## src/rtl/credit_based_multichannel_fifo.sv

```systemverilog
// credit_based_multichannel_fifo: per-channel circular FIFOs drained round-robin
// under downstream credit flow control, with credit return pulses to upstream.
module credit_based_multichannel_fifo #(
  parameter int WIDTH = 8,
  parameter int DEPTH = 4,
  parameter int CHANNELS = 2,
  parameter int CREDIT_COUNT = 4,
  localparam int CW = CHANNELS > 1 ? $clog2(CHANNELS) : 1
) (
  input  logic                clock,
  input  logic                resetn,
  input  logic [WIDTH-1:0]    write_data,
  input  logic                write_valid,
  input  logic [CW-1:0]       write_channel,
  output logic [CHANNELS-1:0] write_credit,
  output logic [CHANNELS-1:0] full,
  output logic [CHANNELS-1:0] empty,
  output logic [WIDTH-1:0]    read_data,
  output logic                read_valid,
  output logic [CW-1:0]       read_channel,
  input  logic [CHANNELS-1:0] read_credit,
  output logic                overflow_error,
  output logic                credit_error
);
  localparam int PW = $clog2(DEPTH);
  localparam int KW = $clog2(CREDIT_COUNT + 1);
  logic [WIDTH-1:0] mem [CHANNELS][DEPTH];
  logic [PW:0] wptr [CHANNELS];
  logic [PW:0] rptr [CHANNELS];
  logic [KW-1:0] cnt [CHANNELS];
  logic [CW-1:0] last, grant, idx;
  logic grant_valid;
  logic [CHANNELS-1:0] elig, wr_hit, wr_en, deq, cr_bad;
  always_comb begin
    for (int c = 0; c < CHANNELS; c++) begin
      empty[c] = wptr[c] == rptr[c];
      full[c] = (wptr[c] ^ rptr[c]) == {1'b1, {PW{1'b0}}};
      elig[c] = !empty[c] && cnt[c] != '0;
      wr_hit[c] = write_valid && write_channel == CW'(c);
      wr_en[c] = wr_hit[c] && !full[c];
    end
  end
  // Scan from farthest to nearest so the channel right after last wins.
  always_comb begin
    grant_valid = 1'b0;
    grant = '0;
    idx = '0;
    for (int i = CHANNELS; i >= 1; i--) begin
      idx = CW'((int'(last) + i) % CHANNELS);
      if (elig[idx]) begin
        grant_valid = 1'b1;
        grant = idx;
      end
    end
    deq = '0;
    cr_bad = '0;
    for (int c = 0; c < CHANNELS; c++) begin
      deq[c] = grant_valid && grant == CW'(c);
      cr_bad[c] = read_credit[c] && !deq[c] && cnt[c] == KW'(CREDIT_COUNT);
    end
  end
  assign read_valid = grant_valid;
  assign read_channel = grant;
  assign read_data = mem[grant][rptr[grant][PW-1:0]];
  always_ff @(posedge clock)
    for (int c = 0; c < CHANNELS; c++)
      if (wr_en[c]) mem[c][wptr[c][PW-1:0]] <= write_data;
  always_ff @(posedge clock or negedge resetn) begin
    if (!resetn) begin
      for (int c = 0; c < CHANNELS; c++) begin
        wptr[c] <= '0;
        rptr[c] <= '0;
        cnt[c] <= KW'(CREDIT_COUNT);
      end
      last <= CW'(CHANNELS - 1);
      write_credit <= '0;
      overflow_error <= 1'b0;
      credit_error <= 1'b0;
    end else begin
      for (int c = 0; c < CHANNELS; c++) begin
        if (wr_en[c]) wptr[c] <= wptr[c] + 1'b1;
        if (deq[c]) rptr[c] <= rptr[c] + 1'b1;
        if (read_credit[c] && !deq[c] && !cr_bad[c]) cnt[c] <= cnt[c] + 1'b1;
        else if (deq[c] && !read_credit[c]) cnt[c] <= cnt[c] - 1'b1;
      end
      if (grant_valid) last <= grant;
      write_credit <= deq;
      if (|(wr_hit & full)) overflow_error <= 1'b1;
      if (|cr_bad) credit_error <= 1'b1;
    end
  end
endmodule

```

## config.mk

```make
export PLATFORM = sky130hd
export DESIGN_NAME = credit_based_multichannel_fifo
export DESIGN_NICKNAME = d
export VERILOG_FILES = /design/src/rtl/credit_based_multichannel_fifo.sv
export SDC_FILE = /design/constraint.sdc
export NUM_CORES = 1
export LEC_CHECK = 0
export CELL_PAD_IN_SITES_DETAIL_PLACEMENT = 1
export CELL_PAD_IN_SITES_GLOBAL_PLACEMENT = 2
export CORE_ASPECT_RATIO = 0.8
export CORE_MARGIN = 3
export CORE_UTILIZATION = 47
export CTS_CLUSTER_SIZE = 20
export DETAILED_ROUTE_END_ITERATION = 12
export GPL_TIMING_DRIVEN = 0
export PLACE_DENSITY = 0.92
export SYNTH_ARGS = -nofsm -noshare
export SYNTH_HDL_FRONTEND = slang
export SYNTH_SLANG_ARGS = --single-unit
```

## constraint.sdc

```tcl
create_clock -name clock -period 3.7 [get_ports clock]
set_clock_uncertainty 0.1 [all_clocks]
set_input_delay 0.74 -clock clock [delete_from_list [all_inputs] [get_ports clock]]
set_output_delay 0.74 -clock clock [all_outputs]
set_load 0.02 [all_outputs]
```

==> metrics.md, run 1 <==
| Metric | Value |
|---|---|
| First-pass GRT wire length | 13200 µm |
| Post-route ant nets | 0 |
| Slew Limit Headroom | a little under a quarter |
| Grt ovf | 0 |
| Post-synth top area share | a little under half |
| Main synth FF type | edfxtp_1 |
| Initial DRT Pass Iterations | 5 |
| Reg power frac | between 30% and 40% |
| Synth cell types | 55 |
| Total chip power | about 4.8 mW |
| Top cell type by total area after synthesis | edfxtp_1 |
| EDFF count, synth | 64 |
| Metal-1 WL | between 3000 and 4000 µm |
| Met3 WL post-DR | 359 µm |
| CTS tree | yes |
| # H-tree levels | 3 |
| # DRC | 0 |
| Rows | 29 |
| Outcome | complete, no violations |
| CTS max path bufs | 2 |
| Hold path start | overflow_error$_DFFE_PN0P_ |
| Clock power share | a little over an eighth |
| Number of CTS-inserted buffers | 9 |
| FF-to-FF Start | rptr[0]$_DFFE_PN0P_ |
| Root Driver | clkbuf_8 |
| Inst Count DP | ~380 |
| Min cycle time layout | about 3.5 ns |
| Delay of the slowest critical-path stage | 0.54 ns |
| Core area | slightly above 8000 µm² |
| Switch share | 39.3% |
| Filler cells | around 780 |
| Pwr/cell area | around 1000 nW/µm² |
| Worst hold path class | flop to flop |
| Hold depth | 1 |
| Antenna diodes | 0 |
| DP Wirelength | 5830 µm |
| Maximum number of pins on one net before global-route repair | 24 |
| Maximum clock frequency | around 280 MHz |
| VDD IR max | 0.613 mV |
| Antenna violations before repair | 0 |
| Starting Density | 50.0% |
| RSZ-0062 raised after global routing | no |
| Hold buffer count at cts | 0 |
| Setup Viol. Count Final | 0 |
| Crit path max fanout | 10 |
| Hold Vio Cnt, Final | 0 |
| Sequential fraction of the synthesis area | between 60% and 70% |
| Crit path depth | 7 |
| Post-Synthesis Cells | roughly 240 |
| Req. time, crit path | between 2 and 3 ns |
| Psw | around 1.9 mW |
| Die Y | 89.5 µm |
| Tcrit/Tclk final | between 90% and 100% |
| Worst EP arrival | approximately 2.7 ns |
| Layout cells sized above 1 | 18.8% |
| Number of global-route vias before repair | approximately 2.4k |
| Slew Viols, Final | 0 |
| Finished Core Util | between 50% and 60% |
| Highest Signal Layer | met4 |
| CTS clock-pin slew for the worst setup and hold paths | 0.08 ns |
| Leakage | between 1.5 and 2 nW |
| Vias per cell | roughly 5.7 |
| Routed WL | 8310 µm |
| Gpl congestion | just over 0.7 |
| Syn_nets | approximately 270 |
| Yosys warns | 0 |
| Synth area leaders | edfxtp_1 47%, dfrtp_1 12%, mux4_1 6.4% |
| # IOs | 32 |
| Reg2reg path depth | 9 |
| Worst skew pair latency | 0.35 ns |
| Actual slew at the worst max-slew pin | roughly 1.1 ns |
| Syn avg cell area | ~17 µm² |
| IO Port Bufs | 30 |
| Setup TNS | 0 ns |
| Synth-to-Final Area Change | 16.3% |
| Internal Dissipation | 2.88 mW |
| Most common cell after layout, fill and taps aside | edfxtp_1 |
| CP Class | flop to output port |
| FF+latch count, synth | between 80 and 90 |
| Total track usage | between 10% and 20% |
| Asr flop ratio synth | a little over a quarter |
| Routed wl met2 | 4040 µm |
| Most frequent cells in the layout | 64 x edfxtp_1, 29 x clkdlybuf4s50_1, 20 x dfrtp_1 |
| Max Cap Viol | 0 |
| Die footprint | ~9900 µm² |
| Initial drt markers | 76 |
| Endpoint class of the critical path | output port |
| CP startpoint | rptr[4]$_DFFE_PN0P_ |
| Critical-path cell list | buf_4 > xnor2_4 > a31oi_4 > a21oi_4 > buf_6 > mux2_4 > clkdlybuf4s50_1 |
| Fin nets | roughly 310 |
| Die W | around 110 µm |
| Slowest-stage cell, CP | clkdlybuf4s50_1 |
| Finished Layout Cells | around 400 |
| Vias | 2295 |
| CP delay by family, top | buffers and inverters |
| Combinational fraction of design power | a little under three fifths |
| Worst path buffer plus inverter count | 3 |
| CTS Sinks | 87 |
| Post-detailed-route wirelength per cell | 20.7 µm |
| Startpoint Class | flop |
| Synthesized area | 4100 µm² |
flip-flops by register name, summed over array words and instances, names as in the netlist:
name            cells
overflow_error      1
cnt                 6
last                1
mem                64
write_credit        2
rptr                6
wptr                6
credit_error        1
kinds of logic after synthesis:
family	share of synthesized area, %
multiplexers	13.4
AO/OA/AOI/OAI	7.45
adder cells (fa/ha/maj)	4.03
flip-flops	61.1
AND/OR/NAND/NOR	6.69
XOR/XNOR	5.16
buffers and inverters	2.20
power by group through the flow:
| stage | clock [mW] | sequential, mW | combinational, mW |
|---|---|---|---|
| floorplan | 0 | 1.48 | 1.77 |
| global placement | 0 | 1.49 | 2.46 |
| detailed placement | 0 | 1.51 | 2.55 |
| CTS | 0.671 | 1.50 | 2.57 |
| global route | 0.711 | 1.53 | 2.83 |
| finish | 0.646 | 1.49 | 2.61 |
worst paths after layout:
path	end	slack [ns]
worst max-delay path	read_data[2]	0.15
worst min-delay path	overflow_error$_DFFE_PN0P_	0.37
worst max register to register	cnt[4]$_DFFE_PN0P_	0.93
worst min register to register	overflow_error$_DFFE_PN0P_	0.37
max in group asynchronous	wptr[3]$_DFFE_PN0P_	1.91
min in group asynchronous	cnt[1]$_DFFE_PN0P_	0.89
timing repair:
item,4_1_cts,5_1_grt
pin swaps,0,1
cloned,0,0
setup endpoints to repair,5,5
setup buffers,0,4
resized for setup,1,1
layout make-up:
class	instances	area [µm²]	area share, %
buffer	7	56.3	1.18
clock buffer	9	124	2.60
clock inverter	7	71.3	1.50
inverter	9	33.8	0.709
multi-input combinational	140	1510	31.7
sequential	87	2500	52.5
tap	108	135	2.84
timing repair buffer	34	333	6.99
through the flow:
stage	hold WS [ns]	area [µm²]	setup slack (ns)
final	0.368	4760	0.153
after global routing	0.399	4760	0.00623
after detailed placement	0.356	4530	0.314
after floorplan	0.344	4100	1.08
after global placement	0.342	4530	0.357
after CTS	0.375	4730	0.0116
routing by layer:
| layer | up-vias | GRT usage [%] |
|---|---|---|
| met5 | - | 0 |
| met4 | 0 | 5.37 |
| met3 | 9 | 4.19 |
| met2 | 47 | 29.2 |
| met1 | 1198 | 26.6 |
| li1 | 1041 | - |
Yosys cell counts (4+ instances only):
master and count:
nand3_1 4, nand2_1 12, dfrtp_1 20, ha_1 10, mux2_4 5, o22ai_1 4
nor2_1 9, xnor2_1 6, inv_1 9, xor2_1 5, mux4_2 6, and2_1 8
mux2_1 5, mux4_1 10, edfxtp_1 64
(Power assumes the default switching activity.)
==> run 2, diff against run 1 <==
--- a/config.mk
+++ b/config.mk
@@ -14,6 +14,7 @@
 export DETAILED_ROUTE_END_ITERATION = 12
 export GPL_TIMING_DRIVEN = 0
 export PLACE_DENSITY = 0.92
+export RECOVER_POWER = 100
 export SYNTH_ARGS = -nofsm -noshare
 export SYNTH_HDL_FRONTEND = slang
 export SYNTH_SLANG_ARGS = --single-unit
==> metrics.md, run 2 (same netlist as run 1, synthesis figures left out) <==
| Metric | Value |
|---|---|
| Root Driver | clkbuf_8 |
| VDD IR max | 0.614 mV (+0.20%) |
| Initial drt markers | 82 (+7.9%) |
| Total track usage | 18.7% (unchanged) |
| Antenna violations before repair | 0 (unchanged) |
| Most frequent cells in the layout | 64 x edfxtp_1, 20 x dfrtp_1, 20 x dlygate4sd3_1 |
| Max Cap Viol | 0 (unchanged) |
| Most common cell after layout, fill and taps aside | edfxtp_1 |
| Total chip power | 4.68 mW (-1.6%) |
| Req. time, crit path | 2.86 ns (about the same) |
| Endpoint class of the critical path | output port |
| Number of CTS-inserted buffers | 9 (unchanged) |
| Slew Limit Headroom | 12.7% (-11 points) |
| Worst skew pair latency | 0.35 ns (about the same) |
| Worst hold path class | flop to flop |
| DP Wirelength | 5830 µm (unchanged) |
| Core area | 8200 µm² (unchanged) |
| CTS clock-pin slew for the worst setup and hold paths | 0.09 ns (about the same) |
| Starting Density | 50.0% (unchanged) |
| Die footprint | 9880 µm² (unchanged) |
| First-pass GRT wire length | 13200 µm (unchanged) |
| Vias per cell | 5.68 (-0.70%) |
| Setup TNS | 0 ns (unchanged) |
| Synth-to-Final Area Change | 15.7% |
| Actual slew at the worst max-slew pin | 1.30 ns (+0.154 ns) |
| Maximum number of pins on one net before global-route repair | 24 (unchanged) |
| Tcrit/Tclk final | 96.0% (+0.14 points) |
| Hold Vio Cnt, Final | 0 (unchanged) |
| Startpoint Class | flop |
| Post-route ant nets | 0 (unchanged) |
| Number of global-route vias before repair | 2384 (unchanged) |
| Grt ovf | 0 (unchanged) |
| Crit path max fanout | 10 (unchanged) |
| IO Port Bufs | 30 (unchanged) |
| RSZ-0062 raised after global routing | no |
| # DRC | 0 (unchanged) |
| Die Y | 89.5 µm (unchanged) |
| Layout cells sized above 1 | 17.7% (-1.0 points) |
| Filler cells | 776 (unchanged) |
| Rows | 29 (unchanged) |
| CTS max path bufs | 2 (unchanged) |
| Die W | 110 µm (unchanged) |
| Pwr/cell area | 987 nW/µm² (-1.0%) |
| Hold buffer count at cts | 0 (unchanged) |
| CTS tree | yes |
| Worst EP arrival | 2.71 ns (about the same) |
| Slew Viols, Final | 0 (unchanged) |
| Max FFs per register | 64 (unchanged) |
| Fin nets | 314 (unchanged) |
| Gpl congestion | 0.709 (unchanged) |
| Outcome | complete, no violations |
| Setup Viol. Count Final | 0 (unchanged) |
| Leakage | 1.73 nW (-0.95%) |
| Initial DRT Pass Iterations | 4 (-1) |
| Routed WL | 8310 µm (about the same) |
| CTS Sinks | 87 (unchanged) |
| Vias | 2279 (-0.70%) |
| CP Class | flop to output port |
| # H-tree levels | 3 (unchanged) |
| Maximum clock frequency | 282 MHz (-0.14%) |
| Antenna diodes | 0 (unchanged) |
| Post-detailed-route wirelength per cell | 20.7 µm (about the same) |
| # IOs | 32 (unchanged) |
| Min cycle time layout | 3.55 ns (+0.00515 ns) |
==> run 2: changes by cell type in the layout (fill, tap and decap cells not counted), sizes merged <==
| cell | previous run | this run |
|---|---|---|
| clkdlybuf4s50 | 29 | 9 |
| dlygate4sd3 | 0 | 20 |
| clkbuf | 11 | 13 |
| buf | 9 | 8 |
| dlymetal6s2s | 1 | 0 |
==> run 2: repair_timing <==
action | CTS | global route
gates cloned | 0 | 0
buffers inserted | 0 | 4
gates resized for setup | 1 | 1
pin swaps | 0 | 1
endpoints found under the setup margin | 5 | 5
==> run 2: area by class of cell <==
| class | instances | area, µm² | area share, % |
|---|---|---|---|
| Multi-Input combinational cell | 140 | 1490 | 31.5 |
| Clock buffer | 9 | 124 | 2.61 |
| Tap cell | 108 | 135 | 2.85 |
| Buffer | 7 | 56.3 | 1.19 |
| Sequential cell | 87 | 2500 | 52.8 |
| Inverter | 9 | 33.8 | 0.713 |
| Clock inverter | 7 | 71.3 | 1.50 |
| Timing Repair Buffer | 34 | 324 | 6.84 |
==> run 2: worst max-delay path, stage by stage, from the launching register on <==
cell             delay, ns
dfrtp_1               0.40
buf_4                 0.20
xnor2_4               0.26
a31oi_4               0.19
a21oi_4               0.24
clkbuf_4              0.17
mux2_1                0.34
clkdlybuf4s50_1       0.57
==> run 2: metal layers <==
metal / up-vias / wire length [µm] / global-route usage, %
met1: 1187 / 3840 / 26.6
met4: 0 / 86 / 5.37
li1: 1041 / - / -
met2: 42 / 4040 / 29.2
met3: 9 / 349 / 4.19
met5: - / 0 / 0
==> run 2: path summary, 6_finish.rpt <==
kind	end	cells after the start	slack, ns	startpoint
min in group asynchronous	cnt[1]$_DFFE_PN0P_	1	0.96	resetn
max in group asynchronous	wptr[3]$_DFFE_PN0P_	1	1.85	resetn
max reg2reg	cnt[4]$_DFFE_PN0P_	9	0.48	rptr[0]$_DFFE_PN0P_
max	read_data[1]	7	0.15	rptr[4]$_DFFE_PN0P_
min reg2reg	overflow_error$_DFFE_PN0P_	1	0.36	overflow_error$_DFFE_PN0P_
min	overflow_error$_DFFE_PN0P_	1	0.36	overflow_error$_DFFE_PN0P_
==> run 2: through the flow <==
step / instance area [µm²] / util [%] / hold WS [ns] / instances / worst slack (ns)
finish: 4740 / 57.8 / 0.362 / 401 / 0.148
global route: 4740 / 57.8 / 0.394 / 401 / 0.0248
detailed placement: 4530 / 55.3 / 0.356 / 381 / 0.314
floorplan: 4100 / - / 0.344 / 243 / 1.08
global placement: 4530 / 55.3 / 0.342 / 381 / 0.357
CTS: 4730 / 57.7 / 0.375 / 397 / 0.0116
==> run 2: power by group <==
part	internal [mW]	total [mW]	leakage [nW]	switching, mW
Clock	0.312	0.647	0.0933	0.335
Combinational	1.23	2.54	0.795	1.31
Sequential	1.29	1.49	0.845	0.202
==> run 3, diff against run 2 <==
--- a/config.mk
+++ b/config.mk
@@ -15,6 +15,7 @@
 export GPL_TIMING_DRIVEN = 0
 export PLACE_DENSITY = 0.92
 export RECOVER_POWER = 100
+export REMOVE_ABC_BUFFERS = 1
 export SYNTH_ARGS = -nofsm -noshare
 export SYNTH_HDL_FRONTEND = slang
 export SYNTH_SLANG_ARGS = --single-unit
==> metrics.md, run 3 (same netlist as run 1, synthesis figures left out) <==
| Metric | Value |
|---|---|
| Starting Density | 50.0% (unchanged) |
| Hold Vio Cnt, Final | 0 (unchanged) |
| Die W | 110 µm (unchanged) |
| Vias | 2265 (-0.61%) |
| VDD IR max | 0.445 mV (-27%) |
| Gpl congestion | 0.693 (-2.3%) |
| Hold buffer count at cts | 0 (unchanged) |
| Area after DPL | 4490 µm² (-1.0%) |
| Root Driver | clkbuf_8 |
| # IOs | 32 (unchanged) |
| Post-route ant nets | 0 (unchanged) |
| Leakage | 1.67 nW (-3.9%) |
| Initial drt markers | 173 (+110%) |
| Antenna diodes | 0 (unchanged) |
| Maximum number of pins on one net before global-route repair | 24 (unchanged) |
| Sequential Area | 2500 µm² (+0.15%) |
| Actual slew at the worst max-slew pin | 1.25 ns (-0.0521 ns) |
| CTS tree | yes |
| DP Wirelength | 5670 µm (-2.7%) |
| Number of CTS-inserted buffers | 9 (unchanged) |
| Psw | 1.84 mW (-0.63%) |
| Total chip power | 4.50 mW (-3.9%) |
| Initial DRT Pass Iterations | 4 (unchanged) |
| CP Class | flop to output port |
| Min cycle time layout | 3.56 ns (+0.00539 ns) |
| Pwr/cell area | 967 nW/µm² (-2.0%) |
| Worst hold path class | flop to flop |
| Worst skew pair latency | 0.36 ns (about the same) |
| Grt ovf | 0 (unchanged) |
| IO Port Bufs | 31 (+3.3%) |
| Finished Layout Cells | 393 (-2.0%) |
| # H-tree levels | 3 (unchanged) |
| Slew Viols, Final | 0 (unchanged) |
| CTS Sinks | 87 (unchanged) |
| Fin worst setup slack | 0.142 ns (-0.00539 ns) |
| CTS max path bufs | 2 (unchanged) |
| # DRC | 0 (unchanged) |
| Vias per cell | 5.76 (+1.4%) |
| CTS clock-pin slew for the worst setup and hold paths | 0.08 ns (about the same) |
| Internal Dissipation | 2.66 mW (-6.0%) |
| Area of the multi-input gates | 1470 µm² (-1.6%) |
| Hold depth | 1 (unchanged) |
| Outcome | complete, no violations |
| Synth-to-Final Area Change | 13.5% |
| Fin nets | 306 (-2.5%) |
| Routed WL | 8410 µm (+1.2%) |
| Number of global-route vias before repair | 2271 (-4.7%) |
| Startpoint Class | flop |
| Finished Core Util | 56.7% (-1.1 points) |
| Inst Count DP | 375 (-1.6%) |
| Worst EP arrival | 2.72 ns (about the same) |
| Hold path start | overflow_error$_DFFE_PN0P_ |
| Total track usage | 19.0% (+0.33 points) |
| Req. time, crit path | 2.86 ns (about the same) |
| Core area | 8200 µm² (unchanged) |
| Clock power share | 13.4% (-0.4 points) |
| DP Worst Slack | 0.102 ns (-0.212 ns) |
| Reg2reg path depth | 8 (-1) |
| First-pass GRT wire length | 13300 µm (+0.67%) |
| Post-detailed-route wirelength per cell | 21.4 µm (+3.3%) |
| Setup Viol. Count Final | 0 (unchanged) |
| Die Y | 89.5 µm (unchanged) |
| Die footprint | 9880 µm² (unchanged) |
| FF-to-FF Start | rptr[0]$_DFFE_PN0P_ |
| Tcrit/Tclk final | 96.2% (+0.15 points) |
| Filler cells | 791 (+1.9%) |
| Slew Limit Headroom | 16.2% (+3.5 points) |
| Rows | 29 (unchanged) |
| Final Instance Area | 4650 µm² (-1.9%) |
| Crit path max fanout | 11 (+1) |
| Reg power frac | 35.7% (+3.9 points) |
| Layout cells sized above 1 | 14.4% (-3.4 points) |
| Fin Hold WS | 0.361 ns (-0.00157 ns) |
| Max FFs per register | 64 (unchanged) |
| RSZ-0062 raised after global routing | no |
| Most frequent cells in the layout | 64 x edfxtp_1, 20 x dlygate4sd3_1, 17 x dfrtp_1 |
| Hold-critical path endpoint | overflow_error$_DFFE_PN0P_ |
| Setup TNS | 0 ns (unchanged) |
| Antenna violations before repair | 0 (unchanged) |
| Endpoint class of the critical path | output port |
| Reg-to-reg endpoint | cnt[4]$_DFFE_PN0P_ |
| Switch share | 40.9% (+1.3 points) |
| Most common cell after layout, fill and taps aside | edfxtp_1 |
| Register-to-register setup slack | 0.45 ns (-0.03 ns) |
| Max Cap Viol | 0 (unchanged) |
| Maximum clock frequency | 281 MHz (-0.15%) |
| Combinational fraction of design power | 50.9% (-3.4 points) |
[run 3: cell types whose count changed in the layout (fill, tap and decap cells not counted), sizes merged]
| cell | previous run | this run |
|---|---|---|
| clkinv | 3 | 0 |
| clkbuf | 13 | 12 |
| inv | 10 | 12 |
| bufinv | 1 | 0 |
| clkdlybuf4s50 | 9 | 11 |
| buf | 8 | 1 |
[run 3: power groups by stage]
stage / sequential [mW] / combinational (mW) / clock (mW)
final: 1.60 / 2.29 / 0.604
after global routing: 1.64 / 2.50 / 0.664
after CTS: 1.61 / 2.46 / 0.621
after detailed placement: 1.62 / 2.35 / 0
after global placement: 1.60 / 2.27 / 0
after floorplan: 1.56 / 1.62 / 0
[run 3: worst max path at each step]
| stage | cells past startpoint | end | from |
|---|---|---|---|
| final | 6 | read_data[3] | rptr[4]$_DFFE_PN0P_ |
| after global routing | 6 | read_data[3] | rptr[4]$_DFFE_PN0P_ |
| after CTS | 6 | read_data[7] | rptr[1]$_DFFE_PN0P_ |
| after detailed placement | 5 | read_data[1] | rptr[0]$_DFFE_PN0P_ |
| after global placement | 5 | read_data[7] | rptr[0]$_DFFE_PN0P_ |
| after floorplan | 4 | read_data[0] | rptr[0]$_DFFE_PN0P_ |
[run 3: repair_timing]
action / CTS / global route
pin swaps: 1 / 0
gates resized for setup: 3 / 1
endpoints found under the setup margin: 9 / 8
buffers inserted: 2 / 0
cloned: 0 / 0
[run 3: final cells by class]
type,count,area share (%)
multi-input cells,140,31.6
repair buffers,33,7.18
clock inverters,5,0.888
flip-flops and latches,87,53.9
well taps,108,2.91
clock buffers,11,2.82
inverters,9,0.726
[run 3: critical path, stage by stage (launching register included)]
cell and delay [ns]:
dfrtp_1 0.59, xnor2_4 0.35, a31oi_4 0.19, a21oi_4 0.19, buf_12 0.15, mux2_1 0.33, clkdlybuf4s50_1 0.55
[run 3: layer usage]
layer  GRT usage [%]  vias up  share of wire (%)
li1                -     1028                  -
met1            28.2     1184                 47
met2            27.8       45                 47
met3            4.33        8                4.1
met4            6.94        0                1.5
met5               0        -                  0
